File: src/rtl/logic_op_pkg.sv
// Shared types for the logic-op issuer: FIFO depth default, command entry layout
// and FSM state encoding.
package logic_op_pkg;

  localparam int unsigned DEPTH_DEFAULT = 4;
  localparam int unsigned ENTRY_W       = 17;

  typedef struct packed {
    logic [7:0] a;
    logic [7:0] b;
    logic       s;
  } cmd_t;

  typedef enum logic [1:0] {
    StIdle  = 2'b00,
    StDrive = 2'b01,
    StHold  = 2'b10
  } state_e;

endpackage

File: src/rtl/logic_op_issuer_if.sv
// Command, selector and result signals of the issuer; slave is the issuer side,
// master is the environment (command source, selector, result consumer).
interface logic_op_issuer_if;

  logic       cmd_valid;
  logic       cmd_ready;
  logic [7:0] cmd_a;
  logic [7:0] cmd_b;
  logic       cmd_s;
  logic [7:0] sel_a;
  logic [7:0] sel_b;
  logic       sel_s;
  logic [7:0] sel_z;
  logic       res_valid;
  logic       res_ready;
  logic [7:0] res_z;
  logic       res_s;

  modport master (
    output cmd_valid, cmd_a, cmd_b, cmd_s, sel_z, res_ready,
    input  cmd_ready, sel_a, sel_b, sel_s, res_valid, res_z, res_s
  );

  modport slave (
    input  cmd_valid, cmd_a, cmd_b, cmd_s, sel_z, res_ready,
    output cmd_ready, sel_a, sel_b, sel_s, res_valid, res_z, res_s
  );

endinterface

File: src/rtl/cmd_fifo.sv
// Command FIFO: power-of-two depth, wrapping pointers, occupancy count.
// Push when full and pop when empty are ignored.
module cmd_fifo
  import logic_op_pkg::*;
#(
  parameter int unsigned DEPTH = DEPTH_DEFAULT
) (
  input  logic                   clk,
  input  logic                   rst_n,
  input  logic                   push,
  input  logic [ENTRY_W-1:0]     wdata,
  input  logic                   pop,
  output logic [ENTRY_W-1:0]     rdata,
  output logic                   full,
  output logic                   empty,
  output logic [$clog2(DEPTH):0] count
);

  localparam int unsigned PtrW = $clog2(DEPTH);
  localparam int unsigned CntW = PtrW + 1;

  logic [ENTRY_W-1:0] mem_q [DEPTH];
  logic [PtrW-1:0]    wr_ptr_q, rd_ptr_q;
  logic [CntW-1:0]    count_q;
  logic               push_ok, pop_ok;

  assign full    = (count_q == CntW'(DEPTH));
  assign empty   = (count_q == '0);
  assign push_ok = push & ~full;
  assign pop_ok  = pop & ~empty;

  always_ff @(posedge clk or negedge rst_n) begin
    if (!rst_n) begin
      wr_ptr_q <= '0;
      rd_ptr_q <= '0;
      count_q  <= '0;
    end else begin
      if (push_ok) wr_ptr_q <= wr_ptr_q + 1'b1;
      if (pop_ok)  rd_ptr_q <= rd_ptr_q + 1'b1;
      if (push_ok && !pop_ok) begin
        count_q <= count_q + 1'b1;
      end else if (!push_ok && pop_ok) begin
        count_q <= count_q - 1'b1;
      end
    end
  end

  // Storage needs no reset; validity is tracked by the pointers and count.
  always_ff @(posedge clk) begin
    if (push_ok) mem_q[wr_ptr_q] <= wdata;
  end

  assign rdata = mem_q[rd_ptr_q];
  assign count = count_q;

endmodule

File: src/rtl/logic_op_issuer.sv
// Queues AND/OR commands, drives them one at a time onto an external logic
// selector and returns the captured results in order over a valid/ready port.
module logic_op_issuer
  import logic_op_pkg::*;
#(
  parameter int unsigned DEPTH = DEPTH_DEFAULT
) (
  input  logic                   clk,
  input  logic                   rst_n,
  logic_op_issuer_if.slave       bus,
  output logic [$clog2(DEPTH):0] count
);

  state_e     state_q, state_d;
  cmd_t       wr_cmd, head;
  logic       full, empty, push, pop;
  logic [7:0] sel_a_q, sel_a_d, sel_b_q, sel_b_d, res_z_q, res_z_d;
  logic       sel_s_q, sel_s_d, res_s_q, res_s_d, res_valid_q, res_valid_d;

  // Ready depends only on registered occupancy, so a pop cannot free a full slot early.
  assign bus.cmd_ready = ~full & rst_n;
  assign push          = bus.cmd_valid & bus.cmd_ready;
  assign wr_cmd        = '{a: bus.cmd_a, b: bus.cmd_b, s: bus.cmd_s};

  cmd_fifo #(
    .DEPTH (DEPTH)
  ) u_cmd_fifo (
    .clk   (clk),
    .rst_n (rst_n),
    .push  (push),
    .wdata (wr_cmd),
    .pop   (pop),
    .rdata (head),
    .full  (full),
    .empty (empty),
    .count (count)
  );

  always_comb begin
    state_d     = state_q;
    sel_a_d     = sel_a_q;
    sel_b_d     = sel_b_q;
    sel_s_d     = sel_s_q;
    res_z_d     = res_z_q;
    res_s_d     = res_s_q;
    res_valid_d = res_valid_q;
    pop         = 1'b0;
    unique case (state_q)
      StIdle: begin
        if (!empty) begin
          pop     = 1'b1;
          state_d = StDrive;
        end
      end
      StDrive: begin
        res_z_d     = bus.sel_z;
        res_s_d     = sel_s_q;
        res_valid_d = 1'b1;
        state_d     = StHold;
      end
      StHold: begin
        if (bus.res_ready) begin
          res_valid_d = 1'b0;
          if (!empty) begin
            pop     = 1'b1;
            state_d = StDrive;
          end else begin
            state_d = StIdle;
          end
        end
      end
      default: state_d = StIdle;
    endcase
    // Every pop loads the head onto the selector inputs.
    if (pop) begin
      sel_a_d = head.a;
      sel_b_d = head.b;
      sel_s_d = head.s;
    end
  end

  always_ff @(posedge clk or negedge rst_n) begin
    if (!rst_n) begin
      state_q     <= StIdle;
      sel_a_q     <= '0;
      sel_b_q     <= '0;
      sel_s_q     <= 1'b0;
      res_z_q     <= '0;
      res_s_q     <= 1'b0;
      res_valid_q <= 1'b0;
    end else begin
      state_q     <= state_d;
      sel_a_q     <= sel_a_d;
      sel_b_q     <= sel_b_d;
      sel_s_q     <= sel_s_d;
      res_z_q     <= res_z_d;
      res_s_q     <= res_s_d;
      res_valid_q <= res_valid_d;
    end
  end

  assign bus.sel_a     = sel_a_q;
  assign bus.sel_b     = sel_b_q;
  assign bus.sel_s     = sel_s_q;
  assign bus.res_z     = res_z_q;
  assign bus.res_s     = res_s_q;
  assign bus.res_valid = res_valid_q;

endmodule

File: src/flat_wrapper.sv
// flat-port wrapper written by rule: the top's interface ports become plain ports
module logic_op_issuer_flat import logic_op_pkg::*;
#(
  parameter int unsigned DEPTH = DEPTH_DEFAULT
)
  (clk, rst_n, count, bus_cmd_valid, bus_cmd_a, bus_cmd_b, bus_cmd_s, bus_sel_z, bus_res_ready, bus_cmd_ready, bus_sel_a, bus_sel_b, bus_sel_s, bus_res_valid, bus_res_z, bus_res_s);
  logic_op_issuer_if bus_i ();
  input  logic clk;
  input  logic rst_n;
  output logic [$clog2(DEPTH):0] count;
  input wire logic [$bits(bus_i.cmd_valid)-1:0] bus_cmd_valid;
  input wire logic [$bits(bus_i.cmd_a)-1:0] bus_cmd_a;
  input wire logic [$bits(bus_i.cmd_b)-1:0] bus_cmd_b;
  input wire logic [$bits(bus_i.cmd_s)-1:0] bus_cmd_s;
  input wire logic [$bits(bus_i.sel_z)-1:0] bus_sel_z;
  input wire logic [$bits(bus_i.res_ready)-1:0] bus_res_ready;
  output wire logic [$bits(bus_i.cmd_ready)-1:0] bus_cmd_ready;
  output wire logic [$bits(bus_i.sel_a)-1:0] bus_sel_a;
  output wire logic [$bits(bus_i.sel_b)-1:0] bus_sel_b;
  output wire logic [$bits(bus_i.sel_s)-1:0] bus_sel_s;
  output wire logic [$bits(bus_i.res_valid)-1:0] bus_res_valid;
  output wire logic [$bits(bus_i.res_z)-1:0] bus_res_z;
  output wire logic [$bits(bus_i.res_s)-1:0] bus_res_s;
  assign bus_i.cmd_valid = bus_cmd_valid;
  assign bus_i.cmd_a = bus_cmd_a;
  assign bus_i.cmd_b = bus_cmd_b;
  assign bus_i.cmd_s = bus_cmd_s;
  assign bus_i.sel_z = bus_sel_z;
  assign bus_i.res_ready = bus_res_ready;
  assign bus_cmd_ready = bus_i.cmd_ready;
  assign bus_sel_a = bus_i.sel_a;
  assign bus_sel_b = bus_i.sel_b;
  assign bus_sel_s = bus_i.sel_s;
  assign bus_res_valid = bus_i.res_valid;
  assign bus_res_z = bus_i.res_z;
  assign bus_res_s = bus_i.res_s;
  logic_op_issuer #(.DEPTH(DEPTH)) u_core (.clk(clk), .rst_n(rst_n), .bus(bus_i), .count(count));
endmodule
File: config.mk
export PLATFORM = sky130hd
export DESIGN_NAME = logic_op_issuer_flat
export DESIGN_NICKNAME = d
export VERILOG_FILES = /design/src/rtl/logic_op_pkg.sv /design/src/rtl/logic_op_issuer_if.sv /design/src/rtl/cmd_fifo.sv /design/src/rtl/logic_op_issuer.sv /design/src/flat_wrapper.sv
export SDC_FILE = /design/constraint.sdc
export NUM_CORES = 1
export LEC_CHECK = 0
export CAP_MARGIN = 10
export CELL_PAD_IN_SITES_DETAIL_PLACEMENT = 1
export CELL_PAD_IN_SITES_GLOBAL_PLACEMENT = 1
export CORE_MARGIN = 1.5
export CORE_UTILIZATION = 42
export CTS_CLUSTER_SIZE = 40
export DETAILED_ROUTE_END_ITERATION = 7
export MAX_ROUTING_LAYER = met4
export PLACE_DENSITY = 0.73
export SLEW_MARGIN = 20
export SYNTH_ARGS = -nofsm -noshare
export SYNTH_HDL_FRONTEND = slang
export SYNTH_SLANG_ARGS = --single-unit
File: constraint.sdc
create_clock -name clk -period 1.93 [get_ports clk]
set_input_delay 0.386 -clock clk [delete_from_list [all_inputs] [get_ports clk]]
set_output_delay 0.386 -clock clk [all_outputs]
set_load 0.05 [all_outputs]
Word level (Yosys, flattened, before mapping)
Memories as Yosys holds them, arrays and structs flattened. A register that Yosys moved wholly into a read port is not among the register bits.
Cells that the tools add are included.
{"block": "classes", "bitwise": 6, "n_addsub": 4, "n_reduce_logical": 11, "mux": 13, "n_eq_ne": 5}
{"operator": "$mux 1", "n": 6}
{"operator": "$mux 3", "n": 2}
{"operator": "$pmux 2 s3", "n": 1}
{"operator": "$add 2x1->2 const B", "n": 2}
{"operator": "$and 1x1->1", "n": 4}
{"operator": "$mux 2", "n": 2}
{"operator": "$ne 2x2->1 const B", "n": 2}
{"operator": "$pmux 1 s2", "n": 2}
{"operator": "$reduce_and 2->1", "n": 2}
{"operator": "$reduce_bool 2->1", "n": 2}
{"operator": "$add 3x1->3 const B", "n": 1}
{"operator": "$eq 3x3->1 const B", "n": 1}
{"operator": "$logic_not 1->1", "n": 3}
{"operator": "$logic_not 3->1", "n": 1}
{"operator": "$sub 3x1->3 const B", "n": 1}
{"operator": "$eq 2x1->1 const B", "n": 1}
{"operator": "$eq 2x2->1 const B", "n": 1}
{"operator": "$logic_and 1x1->1", "n": 2}
{"operator": "$logic_not 2->1", "n": 1}
{"operator": "$not 1->1", "n": 2}
{"block": "totals", "memories": 1, "register_bits": 19, "word_cells": 47, "ramBits": 68, "input_bits": 29}
{"name": "u_core.u_cmd_fifo.mem_q", "words": 4, "width": 17, "read_ports": 1, "rd_ports_with_merged_regs": 1, "wr": 1, "line": "cmd_fifo.sv:22", "source": "logic [ENTRY_W-1:0] mem_q [DEPTH];"}

Longest topological paths before layout
Gate-level depths: netlist (run 1).
{"block": "depth", "depth_word": 9, "mapped_depth": 10}

By module
From an unflattened synthesis (run 1), not the netlist that was laid out.
{"block": "unflattened", "cells_unflattened": 193, "hier_area_um2": 4081.4}
{"module": "cmd_fifo", "area_per_inst_um2": 2925.3, "instances": 1, "cells_per_inst": 125}
{"module": "logic_op_issuer", "area_per_inst_um2": 1156.1, "instances": 1, "cells_per_inst": 68}

Worst setup path before layout (run 1)
OpenSTA, ideal clock, no wires.
{"block": "synth_path", "kind": "flip-flop to flip-flop", "from": "register u_core.u_cmd_fifo.count_q[0], in the netlist u_core.u_cmd_fifo.count[0]", "to": "register u_core.u_cmd_fifo.count_q[1], in the netlist u_core.u_cmd_fifo.count[1]", "t_arrival_ns": 2.307, "setup_slack_ns": -0.502, "synth_period_minus_slack_ns": 2.432, "path_stages_with_launch": 9, "cell_sequence": "dfrtp_1 > nor3_1 > nor3_1 > buf_2 > inv_1 > ha_1 > inv_1 > fa_1 > mux2_2"}
{"block": "synth_between", "elab_chain_len": 8, "elab_cells_between_ends": 20, "classes_between": "add/sub: 2; eq/ne: 1; mux: 5; bitwise: 6; reduce/logical: 6"}
{"element": "start, declared", "line": "cmd_fifo.sv:24", "source": "logic [CntW-1:0] count_q;"}
{"element": "start signal, assigned", "line": "cmd_fifo.sv:41", "source": "count_q <= count_q + 1'b1;"}
{"element": "start signal, assigned", "line": "cmd_fifo.sv:43", "source": "count_q <= count_q - 1'b1;"}
{"element": "$logic_not 3->1 / $eq 3x3->1 (equally long branches)", "line": "cmd_fifo.sv:28, cmd_fifo.sv:27"}
{"element": "$mux 1 / $not 1->1 (equally long branches)"}
{"element": "$mux 1 / $and 1x1->1 (equally long branches)", "line": "logic_op_issuer.sv:62, logic_op_issuer.sv:21"}
{"element": "$pmux 1 s2 / $and 1x1->1 (equally long branches)", "line": "logic_op_issuer.sv:48, logic_op_issuer.sv:22"}
{"element": "$and 1x1->1, on equally long branches", "line": "cmd_fifo.sv:30, cmd_fifo.sv:29"}
{"element": "$logic_not 1->1, on equally long branches", "line": "cmd_fifo.sv:40, cmd_fifo.sv:42"}
{"element": "$logic_and 1x1->1, on equally long branches", "line": "cmd_fifo.sv:40, cmd_fifo.sv:42"}
{"element": "$mux 3 / $reduce_bool 2->1 (equally long branches)"}
Several ways; a longest one is shown, not always the timed one. The select of a mux whose other input is x is not followed.
A chain may end at the register's enable or synchronous reset.

Worst setup path after layout (run 1)
{"block": "layout_path", "from": "register u_core.u_cmd_fifo.count_q[1], in the netlist u_core.u_cmd_fifo.count[1]", "to": "register u_core.u_cmd_fifo.count_q[1], in the netlist u_core.u_cmd_fifo.count[1]"}
{"block": "layout_between", "elab_chain_len": 8, "elab_cells_between_ends": 20, "classes_between": "add/sub: 2; eq/ne: 1; mux: 5; bitwise: 6; reduce/logical: 6"}
{"element": "$eq 3x3->1 (*)", "line": "cmd_fifo.sv:27", "source": "assign full = (count_q == CntW'(DEPTH));"}
{"element": "$not 1->1 (*)", "line": "cmd_fifo.sv:29, logic_op_issuer.sv:21"}
{"element": "$and 1x1->1", "line": "logic_op_issuer.sv:21", "source": "assign bus.cmd_ready = ~full & rst_n;"}
{"element": "$and 1x1->1", "line": "logic_op_issuer.sv:22", "source": "assign push = bus.cmd_valid & bus.cmd_ready;"}
{"element": "$and 1x1->1 (*)", "line": "cmd_fifo.sv:29", "source": "assign push_ok = push & ~full;"}
{"element": "via u_core.u_cmd_fifo.push_ok", "line": "cmd_fifo.sv:25", "source": "logic push_ok, pop_ok;"}
{"element": "$logic_not 1->1", "line": "cmd_fifo.sv:42", "source": "end else if (!push_ok && pop_ok) begin"}
{"element": "$logic_and 1x1->1", "line": "cmd_fifo.sv:42"}
{"element": "$reduce_bool 2->1 (no source line)"}
The timed path passes the listed nets; every way through them passes the cells marked *. The select of a mux whose other input is x is not followed.

==> flow_summary.yaml, run 1 <==
outcome:
  run_status: "completed"
layout:
  n_antenna_cell: 0
  area_delta_synth_final_pct: 28.81
  layout-drive-gt1-share: 0.3132
  fin_nets: 311
floorplan:
  die_h_um: 100.8
  die_x_um: 100.8
  rows: 35
  io_pins: 60
  die_area_mm2: 0.01016
  start_util: 0.4348
  core_mm2: 0.009240
critical_path:
  slowest_delay_ns: 0.47
  reg2regPathDepth: 5
  path_class: "register to register"
  r2r_setup_slack_ns: 0.03
  critPathArrivalTime_ns: 2.15
  r2r-end: "u_core.u_cmd_fifo.count[1]$_DFFE_PN0P_"
  critPathCaptureType: "register"
  crit_slowest_cell: "dfrtp_2"
  worstPathMaxFanout: 6
  reg2reg_from: "u_core.u_cmd_fifo.count[1]$_DFFE_PN0P_"
  cp_cell_sequence: "o311a_1 > ha_4 > inv_2 > fa_1 > mux2_2"
  cp-start-kind: "register"
  critical_path_buf_inv_count: 1
  path_delay_family: "adder cells"
  critPathRequiredTime_ns: 2.18
min_path:
  min-delay-path-class: "input pin to asynchronous set/reset pin"
clock_network:
  h-tree-depth: 3
  numCtsBuffers: 9
  clock_sinks: 104
  ctsHoldBuffers: 0
  cts_tree: "built"
  path_clk_slew_ns: 0.10
  clock_tree.buffer_depth: 2
  cts_root_buf: "clkbuf_8"
  insertion_delay_ns: 0.36
drt:
  drtIter0Drc: 51
  wirelength_mm: 7.302
  ant_nets: 0
  dr.pass1.iters: 4
  routed-via-count: 2012
  avgViaCountPerCell: 4.907
  remaining_drc_errors: 0
  post_drt_wl_per_cell_um: 17.81
logic_synthesis:
  synth_compound_area_frac: 0.009031
  synth_seq_cells: 104
  synth-simple-area-share: 0.01588
  synthDistinctLibCells: 25
  ys_seq_area_frac: 0.7325
  postSynthCellCount: 190
  yosys.area_share.adder: 0.02055
  synth_edf_count: 68
  synthMuxAreaShare: 0.1897
  synth_xor_area_frac: 0.01308
  syn_nets: 225
  async_reset_ff_frac: 0.3462
  synthFlopType: "edfxtp_1"
  synth_top_family_by_area: "multiplexers"
  synth_area_per_cell_um2: 21.15
  yosys_warnings: 0
  syn_area_mm2: 0.004018
placement:
  gp_congestion: 0.6465
  hpwl_mm: 4.956
  port_buffers: 59
sta:
  timing.fmax_mhz: 527.0
  skew_ns: 0.01157
  drv_slew: 0
  hold_viol_final: 0
  period_share: 0.9832
  rsz0062_at_grt: "yes"
  finalCriticalPeriod_ns: 1.898
  setup_viol: 0
  relSlewSlack: 0.6553
  hold_slack_ns: 0.09780
  worst_pin_slew_ns: 0.5162
grt:
  grt_max_degree: 37
  grt_util_all_layers: 0.1644
  grt_pass1_wl_mm: 11.79
  gr-usage-met3: 0.03051
  grt_pass1_vias: 2210
  antenna_found_initial: 0
  grt.busiest_layer: "met2"
  grt.met2_usage: 0.2723
  grtUsageMet1: 0.2002
  grt_overflow: 0
power:
  p_leak_nw: 2.072
  ir_drop_mv: 0.7432
  total_power_mw: 8.637
  power_density_mw_per_mm2: 1669
job:
  maxCapViolCount: 0
[where the power goes]
part	total, mW	switching (mW)	internal [mW]
clock network	1.47	0.730	0.735
registers	3.24	0.280	2.96
logic	3.93	2.22	1.71
[worst reg2reg max path, cell delays in order (launching register included)]
cell and delay [ns]:
dfrtp_2 0.47, o311a_1 0.42, ha_4 0.19, inv_2 0.05, fa_1 0.40, mux2_2 0.27
[worst max-delay path by stage]
stage / from / to / slack [ns] / cells past startpoint
global placement: bus_res_ready / u_core.u_cmd_fifo.count[1]$_DFFE_PN0P_ / -0.20 / 8
finish: u_core.u_cmd_fifo.count[1]$_DFFE_PN0P_ / u_core.u_cmd_fifo.count[1]$_DFFE_PN0P_ / 0.03 / 5
CTS: u_core.bus.sel_b[0]$_DFFE_PN0P_ / bus_sel_b[0] / 0.0003 / 1
detailed placement: bus_res_ready / u_core.u_cmd_fifo.count[1]$_DFFE_PN0P_ / -0.27 / 8
floorplan: u_core.u_cmd_fifo.count[1]$_DFFE_PN0P_ / u_core.u_cmd_fifo.count[1]$_DFFE_PN0P_ / -0.16 / 8
global route: u_core.u_cmd_fifo.count[1]$_DFFE_PN0P_ / u_core.u_cmd_fifo.count[2]$_DFFE_PN0P_ / -0.01 / 9
[kinds of logic (layout without fill, tap and decap cells)]
family,after synthesis,after routing
DFF,104,104
muxes,45,45
buffers and inverters,13,104
and+or+nand+nor,11,11
adders and majority gates,6,6
xor gates and xnor gates,6,6
AOI/OAI and AO/OA,5,5
[stage by stage]
step / setup WS, ns / TNS [ns] / util / instances / area, µm²
3_3_place_gp: -0.2038 / -2.718 / 0.5335 / 394 / 4930
2_1_floorplan: -0.1640 / -0.2584 / - / 190 / 4041
6_report: 0.03244 / 0 / 0.5601 / 410 / 5175
5_1_grt: -0.01468 / -0.01829 / 0.5601 / 410 / 5175
4_1_cts: 0.0002659 / 0 / 0.5560 / 410 / 5137
3_5_place_dp: -0.2659 / -5.974 / 0.5335 / 394 / 4930
[cells in the final DEF, fill, tap and decap left out, types with 2 or more instances in the layout]
cell type / n
edfxtp_1: 68
dfrtp_1: 33
clkdlybuf4s50_1: 29
buf_4: 24
mux2_2: 20
dlymetal6s2s_1: 15
mux4_1: 9
clkbuf_8: 9
dlygate4sd2_1: 9
mux4_2: 8
mux2_4: 8
inv_1: 5
and2_1: 4
ha_1: 4
xor2_1: 3
xnor2_1: 3
clkinvlp_4: 3
buf_12: 3
dfrtp_2: 3
nor3_2: 2
inv_2: 2
a21oi_1: 2
bufinv_16: 2
[registers in the layout, indices dropped and copies added, names as in the netlist, 2 cells and up]
| name | cells |
|---|---|
| u_core.u_cmd_fifo.wr_ptr_q | 2 |
| u_core.bus.sel_b | 8 |
| u_core.bus.sel_a | 8 |
| u_core.u_cmd_fifo.rd_ptr_q | 2 |
| u_core.state_q | 2 |
| u_core.u_cmd_fifo.count | 3 |
| u_core.bus.res_z | 8 |
| u_core.u_cmd_fifo.mem_q | 68 |
[final cells by class]
type	count	area [µm²]
fillers	840	4065
flip-flops and latches	104	2947
multi-input cells	73	1020
repair buffers	81	802.0
well taps	129	161.4
clock buffers	10	127.6
clock inverters	6	91.34
inverters	7	26.28
[repair_timing]
item	4_1_cts	5_1_grt
setup buffers	0	0
gates resized for setup	9	15
endpoints found under the setup margin	9	17
[per-layer routing]
layer  wire, µm  part of all wire
met1       3195              0.44
met2       3660              0.50
met3        294             0.040
met4        152             0.021
met5          0                 0
[synthesized netlist by cell type, types with 2 or more instances]
master	n	share of area
buf_2	4	0.0050
mux2_2	20	0.056
a21oi_1	2	0.0025
mux4_2	8	0.045
edfxtp_1	68	0.51
xnor2_1	3	0.0065
nor3_1	2	0.0025
xor2_1	3	0.0065
mux2_4	8	0.030
inv_1	7	0.0065
mux4_1	9	0.059
ha_1	5	0.016
dfrtp_1	36	0.22
and2_1	4	0.0062
Note: power is estimated with default switching activity, not from simulation.
==> inputs of run 2 (changes only) <==
--- a/config.mk
+++ b/config.mk
@@ -8,7 +8,7 @@
 export CAP_MARGIN = 10
 export CELL_PAD_IN_SITES_DETAIL_PLACEMENT = 1
 export CELL_PAD_IN_SITES_GLOBAL_PLACEMENT = 1
-export CORE_MARGIN = 1.5
+export CORE_MARGIN = 5
 export CORE_UTILIZATION = 42
 export CTS_CLUSTER_SIZE = 40
 export DETAILED_ROUTE_END_ITERATION = 7
==> run 2 against run 1 <==
  * Final area is 1.4% lower
  * Clock skew is 0.0011 ns higher
  * Critical path depth is 4 lower
  * Critical path type is now register to output pin
  * Critical endpoint is now bus_res_z[3]
  * Largest power group unchanged
  * Highest routed layer unchanged
==> flow_summary.yaml, run 2 (synthesis gave the netlist of run 1 again) <==
power:
  clockPowerShare: 0.140
  switching_share: 0.3841
  p_comb_frac: 0.469
  p_int_mw: 5.112
  switchingPower_mw: 3.189
  power_density_mw_per_mm2: 1626
  total_power_mw: 8.301
  seqPwrFrac: 0.391
  ir_drop_mv: 0.5170
  p_leak_nw: 1.980
critical_path:
  cp-start-kind: "register"
  worstPathMaxFanout: 2
  critPathRequiredTime_ns: 1.54
  cp.depth: 1
  crit_slowest_cell: "clkdlybuf4s50_1"
  critical_path_buf_inv_count: 1
  r2r_setup_slack_ns: 0.05
  r2r-end: "u_core.u_cmd_fifo.count[1]$_DFFE_PN0P_"
  reg2regPathDepth: 5
  slowest_delay_ns: 0.80
  path_class: "register to output pin"
  critPathArrivalTime_ns: 1.50
  path_delay_family: "buffers and inverters"
  reg2reg_from: "u_core.u_cmd_fifo.count[0]$_DFFE_PN0P_"
  critPathCaptureType: "output pin"
  cp_cell_sequence: "clkdlybuf4s50_1"
layout:
  fillers: 858
  mostFrequentLayoutCells: "edfxtp_1, dfrtp_1, clkdlybuf4s50_1"
  fin_nets: 308
  register_area_mm2: 0.002947
  area_delta_synth_final_pct: 27.03
  layout_commonest_cell: "edfxtp_1"
  layout-drive-gt1-share: 0.3237
  finalInstanceArea_mm2: 0.005104
  multi_input_area_mm2: 0.001037
  finish.utilization: 0.5497
  regMostFlops: "u_core.u_cmd_fifo.mem_q"
  n_antenna_cell: 0
  largest_register_ffs: 68
floorplan:
  io_pins: 60
  rows: 35
  core_mm2: 0.009284
  die_x_um: 107.8
  die_area_mm2: 0.01162
  start_util: 0.4327
  die_h_um: 107.8
sta:
  timing.fmax_mhz: 531.1
  setup_viol: 0
  rsz0062_at_grt: "yes"
  worst_pin_slew_ns: 0.5126
  hold_viol_final: 0
  relSlewSlack: 0.6577
  skew_ns: 0.01268
  finalWorstSetupSlack_ns: 0.04722
  period_share: 0.9755
  finalCriticalPeriod_ns: 1.883
  drv_slew: 0
grt:
  grt_overflow: 0
  antenna_found_initial: 0
  grt_pass1_wl_mm: 11.45
  grt_max_degree: 37
  grt_pass1_vias: 2158
  grt_util_all_layers: 0.1371
drt:
  wirelength_mm: 7.185
  drtIter0Drc: 63
  routed-via-count: 1979
  post_drt_wl_per_cell_um: 17.65
  dr.pass1.iters: 4
  ant_nets: 0
  avgViaCountPerCell: 4.862
  remaining_drc_errors: 0
clock_network:
  insertion_delay_ns: 0.36
  h-tree-depth: 3
  cts_tree: "built"
  path_clk_slew_ns: 0.10
  clock_sinks: 104
  clock_tree.buffer_depth: 2
  cts_root_buf: "clkbuf_8"
  numCtsBuffers: 9
job:
  maxCapViolCount: 0
outcome:
  run_status: "completed"
placement:
  gp_congestion: 0.7507
  hpwl_mm: 4.839
  post_dp_cell_area_mm2: 0.004902
  pre_cts_slack_ns: -0.2758
  port_buffers: 59
min_path:
  min-delay-path-class: "input pin to asynchronous set/reset pin"
-- run 2: changes by cell type in the layout (fill, tap and decap cells not counted), moves of 2 or more --
| cell | before | now |
|---|---|---|
| dlymetal6s2s_1 | 15 | 7 |
| buf_12 | 3 | 5 |
| bufinv_16 | 2 | 0 |
| clkinv_4 | 0 | 2 |
| clkinvlp_4 | 3 | 1 |
| dlygate4sd2_1 | 9 | 11 |
-- run 2: cell type report --
type                    instances  share of cell area
repair buffers                 78              0.1503
flip-flops and latches        104              0.5773
inverters                       7            0.005148
multi-input cells              73              0.2032
well taps                     129             0.03163
clock inverters                 5            0.006619
clock buffers                  11             0.02574
-- run 2: worst max-delay path by stage --
| stage | from | endpoint | slack (ns) |
|---|---|---|---|
| after global routing | u_core.u_cmd_fifo.count[1]$_DFFE_PN0P_ | u_core.u_cmd_fifo.count[2]$_DFFE_PN0P_ | -0.03 |
| after detailed placement | bus_res_ready | u_core.u_cmd_fifo.count[1]$_DFFE_PN0P_ | -0.28 |
| after global placement | bus_res_ready | u_core.u_cmd_fifo.count[1]$_DFFE_PN0P_ | -0.21 |
| after CTS | u_core.bus.res_z[0]$_DFFE_PN0P_ | bus_res_z[0] | 0.001 |
| final | u_core.bus.res_z[3]$_DFFE_PN0P_ | bus_res_z[3] | 0.05 |
| after floorplan | u_core.u_cmd_fifo.count[1]$_DFFE_PN0P_ | u_core.u_cmd_fifo.count[1]$_DFFE_PN0P_ | -0.16 |
-- run 2: through the flow --
step | hold slack (ns) | TNS (ns) | cells
after global placement | 0.4881 | -0.8409 | 389
after floorplan | 0.09041 | -0.2584 | 190
final | 0.1485 | 0 | 407
after CTS | 0.1574 | 0 | 405
after detailed placement | 0.4950 | -2.817 | 389
after global routing | 0.1899 | -0.02645 | 407
-- run 2: power groups by stage --
| stage | sequential, mW | clock [mW] | combinational [mW] |
|---|---|---|---|
| 6_report | 3.25 | 1.16 | 3.89 |
| 5_1_grt | 3.31 | 1.31 | 4.14 |
| 4_1_cts | 3.25 | 1.21 | 3.93 |
| 3_5_place_dp | 3.30 | 0 | 4.01 |
| 3_3_place_gp | 3.28 | 0 | 3.93 |
| 2_1_floorplan | 4.39 | 0 | 1.69 |
-- run 2: routing by layer --
layer	share of wire	track usage
met1	0.43	0.1593
met2	0.51	0.2300
met5	0	-
met4	0.014	0.04599
met3	0.050	0.03899
-- run 2: what timing repair did --
action / CTS / global route
resized for setup: 11 / 9
hold endpoints to repair: 0 / 0
hold buffers: 0 / 0
setup endpoints to repair: 11 / 9
buffers inserted: 0 / 2
==> inputs of run 3 (changes only) <==
--- a/config.mk
+++ b/config.mk
@@ -10,6 +10,7 @@
 export CELL_PAD_IN_SITES_GLOBAL_PLACEMENT = 1
 export CORE_MARGIN = 5
 export CORE_UTILIZATION = 42
+export CTS_CLUSTER_DIAMETER = 80
 export CTS_CLUSTER_SIZE = 40
 export DETAILED_ROUTE_END_ITERATION = 7
 export MAX_ROUTING_LAYER = met4
==> results of run 3 <==
Same layout as run 2: the final DEF is identical, and so are final timing and power.
